`config.mk`:
```
export PLATFORM = sky130hd
export DESIGN_NAME = rps_match_engine
export DESIGN_NICKNAME = d
export VERILOG_FILES = /design/src/rtl/rps_match_engine.sv
export SDC_FILE = /design/constraint.sdc
export NUM_CORES = 1
export LEC_CHECK = 0
export ABC_AREA = 1
export CAP_MARGIN = 10
export CELL_PAD_IN_SITES_DETAIL_PLACEMENT = 0
export CELL_PAD_IN_SITES_GLOBAL_PLACEMENT = 1
export CORE_UTILIZATION = 38
export DETAILED_ROUTE_END_ITERATION = 8
export PLACE_DENSITY_LB_ADDON = 0.08
export SYNTH_ARGS = -nofsm -noshare
export SYNTH_HDL_FRONTEND = slang
export SYNTH_SLANG_ARGS = --single-unit
```
`constraint.sdc`:
```
create_clock -name clk -period 1.7 [get_ports clk]
set_input_delay 0.51 -clock clk [delete_from_list [all_inputs] [get_ports clk]]
set_output_delay 0.51 -clock clk [all_outputs]
set_load 0.05 [all_outputs]
```
`src/rtl/rps_match_engine.sv`:
```
// Best-of-N stone-paper-scissors match controller: collects one move per player per round,
// judges it, keeps scores, and supports a move timeout and an LFSR-driven CPU opponent.
module rps_match_engine #(
  parameter int WIN_TARGET = 3,
  parameter int SCORE_W    = 3,
  parameter int TIMEOUT    = 255,
  parameter int TMR_W      = 8
) (
  input  logic               clk,
  input  logic               reset,
  input  logic               start,
  input  logic               abort,
  input  logic               mode,
  input  logic [1:0]         p1_move,
  input  logic               p1_valid,
  input  logic [1:0]         p2_move,
  input  logic               p2_valid,
  output logic [1:0]         round_result,
  output logic               result_valid,
  output logic [SCORE_W-1:0] p1_score,
  output logic [SCORE_W-1:0] p2_score,
  output logic [1:0]         match_winner,
  output logic               match_done,
  output logic [1:0]         cpu_move,
  output logic [2:0]         state,
  output logic [2:0]         debug
);

  typedef enum logic [2:0] {
    IDLE       = 3'b000,
    COLLECT    = 3'b001,
    JUDGE      = 3'b010,
    MATCH_DONE = 3'b011
  } state_t;

  localparam logic [SCORE_W-1:0] WIN = SCORE_W'(WIN_TARGET);
  localparam logic [TMR_W:0]     TMO = (TMR_W + 1)'(TIMEOUT);

  state_t             cur_state;
  state_t             next_state;
  logic [7:0]         lfsr;
  logic               mode_lat;
  logic               p1_lat;
  logic               p2_lat;
  logic [1:0]         p1_mv;
  logic [1:0]         p2_mv;
  logic [TMR_W-1:0]   timer;

  logic [1:0]         cpu_pick;
  logic               p1_take;
  logic               p2_take;
  logic               timeout_hit;
  logic               do_abort;
  logic [1:0]         res;
  logic [SCORE_W-1:0] p1_next;
  logic [SCORE_W-1:0] p2_next;
  logic               win1;
  logic               win2;

  // Fibonacci LFSR for x^8+x^6+x^5+x^4+1; a nonzero seed never reaches zero.
  function automatic logic [7:0] lfsr_step(input logic [7:0] v);
    lfsr_step = {v[6:0], v[7] ^ v[5] ^ v[4] ^ v[3]};
  endfunction

  function automatic logic [1:0] judge(input logic [1:0] a, input logic [1:0] b);
    if (a == b) begin
      judge = 2'b00;
    end else begin
      case ({a, b})
        4'b00_10, 4'b01_00, 4'b10_01: judge = 2'b01;
        default:                      judge = 2'b10;
      endcase
    end
  endfunction

  assign state      = cur_state;
  assign match_done = (cur_state == MATCH_DONE);
  assign debug      = {mode_lat, p1_lat, p2_lat};

  always_comb begin
    cpu_pick    = (lfsr[1:0] == 2'b11) ? 2'b00 : lfsr[1:0];
    do_abort    = abort && (cur_state != IDLE);
    p1_take     = (cur_state == COLLECT) && !p1_lat && p1_valid && (p1_move != 2'b11);
    p2_take     = (cur_state == COLLECT) && !p2_lat &&
                  (mode_lat || (p2_valid && (p2_move != 2'b11)));
    timeout_hit = (TIMEOUT != 0) && (({1'b0, timer} + {{TMR_W{1'b0}}, 1'b1}) == TMO);
    // A round reaching JUDGE with a player missing was forced by the timeout.
    if (p1_lat && p2_lat) begin
      res = judge(p1_mv, p2_mv);
    end else if (p1_lat) begin
      res = 2'b01;
    end else if (p2_lat) begin
      res = 2'b10;
    end else begin
      res = 2'b00;
    end
    p1_next = p1_score + SCORE_W'(1);
    p2_next = p2_score + SCORE_W'(1);
    win1    = (res == 2'b01) && (p1_next == WIN);
    win2    = (res == 2'b10) && (p2_next == WIN);
  end

  always_ff @(posedge clk) begin
    if (reset) begin
      cur_state <= IDLE;
    end else begin
      cur_state <= next_state;
    end
  end

  always_comb begin
    next_state = cur_state;
    if (do_abort) begin
      next_state = IDLE;
    end else begin
      case (cur_state)
        IDLE:       if (start) next_state = COLLECT;
                    else       next_state = IDLE;
        COLLECT:    if (((p1_lat || p1_take) && (p2_lat || p2_take)) || timeout_hit)
                      next_state = JUDGE;
                    else
                      next_state = COLLECT;
        JUDGE:      next_state = (win1 || win2) ? MATCH_DONE : COLLECT;
        MATCH_DONE: if (!start) next_state = IDLE;
                    else        next_state = MATCH_DONE;
        default:    next_state = IDLE;
      endcase
    end
  end

  always_ff @(posedge clk) begin
    if (reset) begin
      lfsr         <= 8'h01;
      mode_lat     <= 1'b0;
      p1_lat       <= 1'b0;
      p2_lat       <= 1'b0;
      p1_mv        <= 2'b00;
      p2_mv        <= 2'b00;
      timer        <= '0;
      round_result <= 2'b00;
      result_valid <= 1'b0;
      p1_score     <= '0;
      p2_score     <= '0;
      match_winner <= 2'b00;
      cpu_move     <= 2'b00;
    end else begin
      lfsr         <= lfsr_step(lfsr);
      result_valid <= 1'b0;
      if (do_abort) begin
        p1_lat       <= 1'b0;
        p2_lat       <= 1'b0;
        timer        <= '0;
        p1_score     <= '0;
        p2_score     <= '0;
        match_winner <= 2'b00;
      end else begin
        case (cur_state)
          IDLE: begin
            round_result <= 2'b00;
            if (start) begin
              mode_lat     <= mode;
              p1_lat       <= 1'b0;
              p2_lat       <= 1'b0;
              timer        <= '0;
              p1_score     <= '0;
              p2_score     <= '0;
              match_winner <= 2'b00;
            end
          end
          COLLECT: begin
            timer <= timer + TMR_W'(1);
            if (p1_take) begin
              p1_lat <= 1'b1;
              p1_mv  <= p1_move;
            end
            if (p2_take) begin
              p2_lat <= 1'b1;
              p2_mv  <= mode_lat ? cpu_pick : p2_move;
              if (mode_lat) cpu_move <= cpu_pick;
            end
          end
          JUDGE: begin
            round_result <= res;
            result_valid <= 1'b1;
            if (res == 2'b01) p1_score <= p1_next;
            if (res == 2'b10) p2_score <= p2_next;
            if (win1) begin
              match_winner <= 2'b01;
            end else if (win2) begin
              match_winner <= 2'b10;
            end else begin
              p1_lat <= 1'b0;
              p2_lat <= 1'b0;
              timer  <= '0;
            end
          end
          MATCH_DONE: begin
            match_winner <= match_winner;
          end
          default: begin
            timer <= '0;
          end
        endcase
      end
    end
  end

endmodule

```
## After elaboration in Yosys (flattened, before gate mapping)

Index checks and enable logic that the tools add are counted.

- Word-level logic and storage cells: 115
- Register bits: 39
- Memories: 0
- Latch bits: 0
- Memory bits (writable): 0
- Output and inout bits: 20
- Input bits: 11
- ROM bits: 0

- Shift operators: 0
- Reductions and logical operators: 35
- Mux-type cells: 34
- Bitwise operators: 5
- Div/mod/pow operators: 0
- $add $sub $neg: 4
- Eq/ne operators: 23
- Multipliers: 0
- Order comparisons: 0

Operator list:

| kind | count |
|---|---|
| $pmux W8 S4 | 1 |
| $mux W2 | 13 |
| $mux W8 | 3 |
| $ne A2 B2 Y1 const B | 9 |
| $reduce_and A3 Y1 | 6 |
| $eq A3 B2 Y1 const B | 4 |
| $pmux W3 S2 | 2 |
| $pmux W3 S4 | 1 |
| $logic_and A1 B1 Y1 | 11 |
| $reduce_and A5 Y1 | 2 |
| $add A8 B1 Y9 const B | 1 |
| $eq A9 B8 Y1 const B | 1 |
| $mux W3 | 3 |
| $add A8 B1 Y8 const B | 1 |
| $pmux W2 S2 | 2 |
| $reduce_and A4 Y1 | 2 |
| $mux W1 | 7 |
| $add A3 B1 Y3 const B | 2 |
| $pmux W1 S3 | 2 |
| $reduce_bool A3 Y1 | 2 |
| $logic_or A1 B1 Y1 | 5 |
| $eq A2 B2 Y1 const B | 2 |
| $eq A4 B2 Y1 const B | 1 |
| $eq A4 B3 Y1 const B | 1 |
| 13 further kinds | 17 |

## Longest topological paths before layout

- Word-level depth: 10
- Gate-level depth with buffers: 11
- Depth with buffers taken out: 10

## Worst setup path before layout

No wires, ideal clock.

- Kind: register to output
- From: reg cur_state[1] (netlist: state[1])
- To: out match_done
- Path slack: -0.197 ns
- Stages on the path, launching flop included: 3
- Data arrival time: 1.387 ns
- Path buffers: 0
- Required time: 1.190 ns
- Cells stage by stage: dfxtp_1 > nand2_1 > inv_1

- Word-level cells in the longest chain between the ends: 1

Ends and longest elaborated chain:

| element | line | source |
|---|---|---|
| from (decl) | 39 | `state_t cur_state;` |
| from (signal assigned) | 107 | `cur_state <= next_state;` |
| $eq A3 B2 Y1 | 77 | `assign match_done = (cur_state == MATCH_DONE);` |
| to (decl) | 23 | `output logic match_done,` |

No other way between the ends.

## Worst setup path after layout

Ends and elaborated chain as after synthesis.

==> results.json <==
{
  "status": "finished, final reports clean",
  "final.setup.tns_ns": 0,
  "grt_pass1_vias": 1593,
  "synth_warnings": 0,
  "critPathCaptureType": "output pin",
  "hold_buffers": 0,
  "clockBufferDepth": 2,
  "worstHoldPathType": "reg2reg",
  "min-delay-start": "lfsr[2]$_SDFF_PP0_",
  "cp_max_fo": 5,
  "clk_latency_ns": 0.29,
  "synth_top_area_share_pct": 39.4,
  "dieArea_mm2": 0.00537,
  "slew_viol_final": 0,
  "ys_async_sr_fraction_pct": 0,
  "finalSetupViolCount": 0,
  "cp_cell_sequence": "nand2_2 > inv_1 > buf_12",
  "slowest_stage": "dfxtp_4",
  "cts_tree": "yes",
  "hold_violations": 0,
  "antenna_found_initial": 0,
  "crit_type": "reg2out",
  "ys.flop_type": "dfxtp_1",
  "crit_arrival_ns": 1.10,
  "first_pass_iters": 4,
  "hpwl_um": 3330,
  "track_usage_pct": 17.8,
  "synth_fp_nets": 280,
  "wl_per_cell_um": 11.5,
  "drcViolationCount": 0,
  "cp.required_ns": 1.19,
  "drtAntennaViolNets": 0,
  "overflow": 0,
  "r2r-start": "p1_score[0]$_SDFFE_PP0P_",
  "path_clk_slew_ns": 0.08,
  "rows": 25,
  "multi_input_area_mm2": 0.00101,
  "drt-initial-drc-count": 86,
  "yosys.area.top_type": "dfxtp_1",
  "antenna_cells": 0,
  "ios": 31,
  "powerDensity_mw_per_mm2": 775,
  "finalCritPeriodShare_pct": 94.7,
  "avgSynthCellArea_um2": 7.35,
  "critPathLaunch": "state[1]$_SDFF_PP0_",
  "min_period_ns": 1.61,
  "synth-edff-count": 0,
  "cellLeakagePower_nw": 1.14,
  "worst_setup_path_start_kind": "register",
  "via_per_inst": 4.70,
  "cts_inserted_buffers": 5,
  "seqCellArea_um2": 778,
  "cts_root_buf": "clkbuf_8",
  "rsz0062_at_grt": "yes",
  "ys_top_cells_by_area": "dfxtp_1 39%, nand2_1 8.4%, inv_1 7.0%, nor2_1 6.4%, nand3_1 5.7%",
  "worst_ir_drop_vdd_mv": 0.479,
  "synth_most_common_cell": "nand2_1",
  "ctsHtreeMaxLevel": 2,
  "drive_gt1_share_pct": 26.3,
  "fmax_mhz": 621,
  "finalClockSkew_ns": 0.00819,
  "die_h_um": 73.3,
  "netlist_top_cells_count": "43 x nand2_1, 38 x dfxtp_1, 36 x inv_1, 33 x nor2_1, 22 x nand3_1",
  "fillers": 460,
  "syn2layout_area_growth_pct": 44.4,
  "die_w_um": 73.3,
  "globalplace.congestion": 0.822,
  "final_nets": 331,
  "initial_core_util_pct": 40.1,
  "portBuffers": 29,
  "core_mm2": 0.00482,
  "synth_cell_type_count": 33,
  "finalPower_mw": 2.16,
  "slowest_delay_ns": 0.43,
  "synth-seq-cells": 38,
  "grt_max_degree": 14,
  "wl_um": 4380,
  "cpLargestDelayFamily": "flip-flops",
  "syn_inst": 263,
  "vias": 1796,
  "max-cap-violations": 0,
  "clock_sinks": 38,
  "grt_pass1_wl_um": 7270,
  "ys_seq_area_share_pct": 39.4,
  "netlist_area_mm2": 0.00193,
  "cp.buffers_inverters": 2
}
[where the power goes]
group | internal (mW) | switching, mW | total (mW)
Combinational | 0.187 | 0.231 | 0.418
Sequential | 0.924 | 0.0448 | 0.969
Clock | 0.436 | 0.339 | 0.776
[state kept, by name (all words and copies together), names as in the netlist]
register      cells
p1_score          3
p2_lat            1
p1_mv             2
result_valid      1
mode_lat          1
timer             8
cpu_move          2
p1_lat            1
p2_mv             2
state             2
p2_score          3
round_result      2
match_winner      2
lfsr              8
[worst register-to-register path, cell delays in order, from the launching register on]
cell and delay (ns):
dfxtp_2 0.35, ha_1 0.20, xor2_1 0.16, nor2_2 0.15, nand4_4 0.12, nand2_2 0.09, inv_2 0.06, buf_4 0.13
nand3_1 0.08, nand3_1 0.09, nor2_1 0.10
[kinds of logic (layout without fill, tap and decap cells)]
kind of cell	count (synthesis)	count (layout)	share of synthesized area [%]
AOI/OAI and AO/OA	44	44	12.6
xor gates and xnor gates	7	7	3.17
adders and majority gates	6	6	3.89
buffers and inverters	48	99	10.2
DFF	38	38	39.4
other	1	1	0.194
and+or+nand+nor	119	120	30.6
[cell usage in the layout (no fill, tap or decap), drive strengths merged, types with 2 or more instances in the layout]
cell type / n
or2: 3
clkinvlp: 2
inv: 40
clkdlybuf4s50: 10
a21oi: 23
dfxtp: 38
buf: 40
ha: 6
nor2: 36
nor3: 3
o21ai: 16
xor2: 5
nand2: 44
a31oi: 2
clkbuf: 5
nand4: 7
xnor2: 2
nand3: 26
[what timing repair did]
item | in CTS | in global routing
gates resized for setup | 2 | 13
setup endpoints to repair | 1 | 14
setup buffers | 0 | 2
cloned | 0 | 1
pin swaps | 0 | 2
[layout make-up]
cell class	instances	area share [%]
multi-input combinational	178	36.2
sequential	38	27.9
timing repair buffer	50	23.3
inverter	41	5.52
tap	67	3.01
clock buffer	5	2.47
clock inverter	3	1.62
[layer usage]
metal	up-vias	global-route usage, %	share of wire (%)
met1	812	24.4	51
met5	-	0	0
li1	953	-	-
met2	26	27.3	45
met3	5	4.12	3.4
met4	0	6.41	1.3
[through the flow]
step                cell area (um2)  util [%]  std cells  worst slack (ns)  hold WS, ns
finish                         2790      57.9        382            0.0899        0.414
global route                   2790      57.9        382          -0.00909        0.449
detailed placement             2620      54.3        371            -0.187        0.401
global placement               2620      54.3        371            -0.155        0.396
floorplan                      1940         -        263            0.0930        0.388
CTS                            2730      56.8        379            0.0526        0.418
[final timing paths]
check / to / slack [ns] / cells after the start
worst max-delay path: match_done / 0.09 / 3
worst min register to register: lfsr[3]$_SDFF_PP0_ / 0.41 / 2
worst min-delay path: lfsr[3]$_SDFF_PP0_ / 0.41 / 2
worst max register to register: p1_lat$_SDFFE_PP0P_ / 0.13 / 10
No activity file was read; power rests on OpenSTA's default activity.
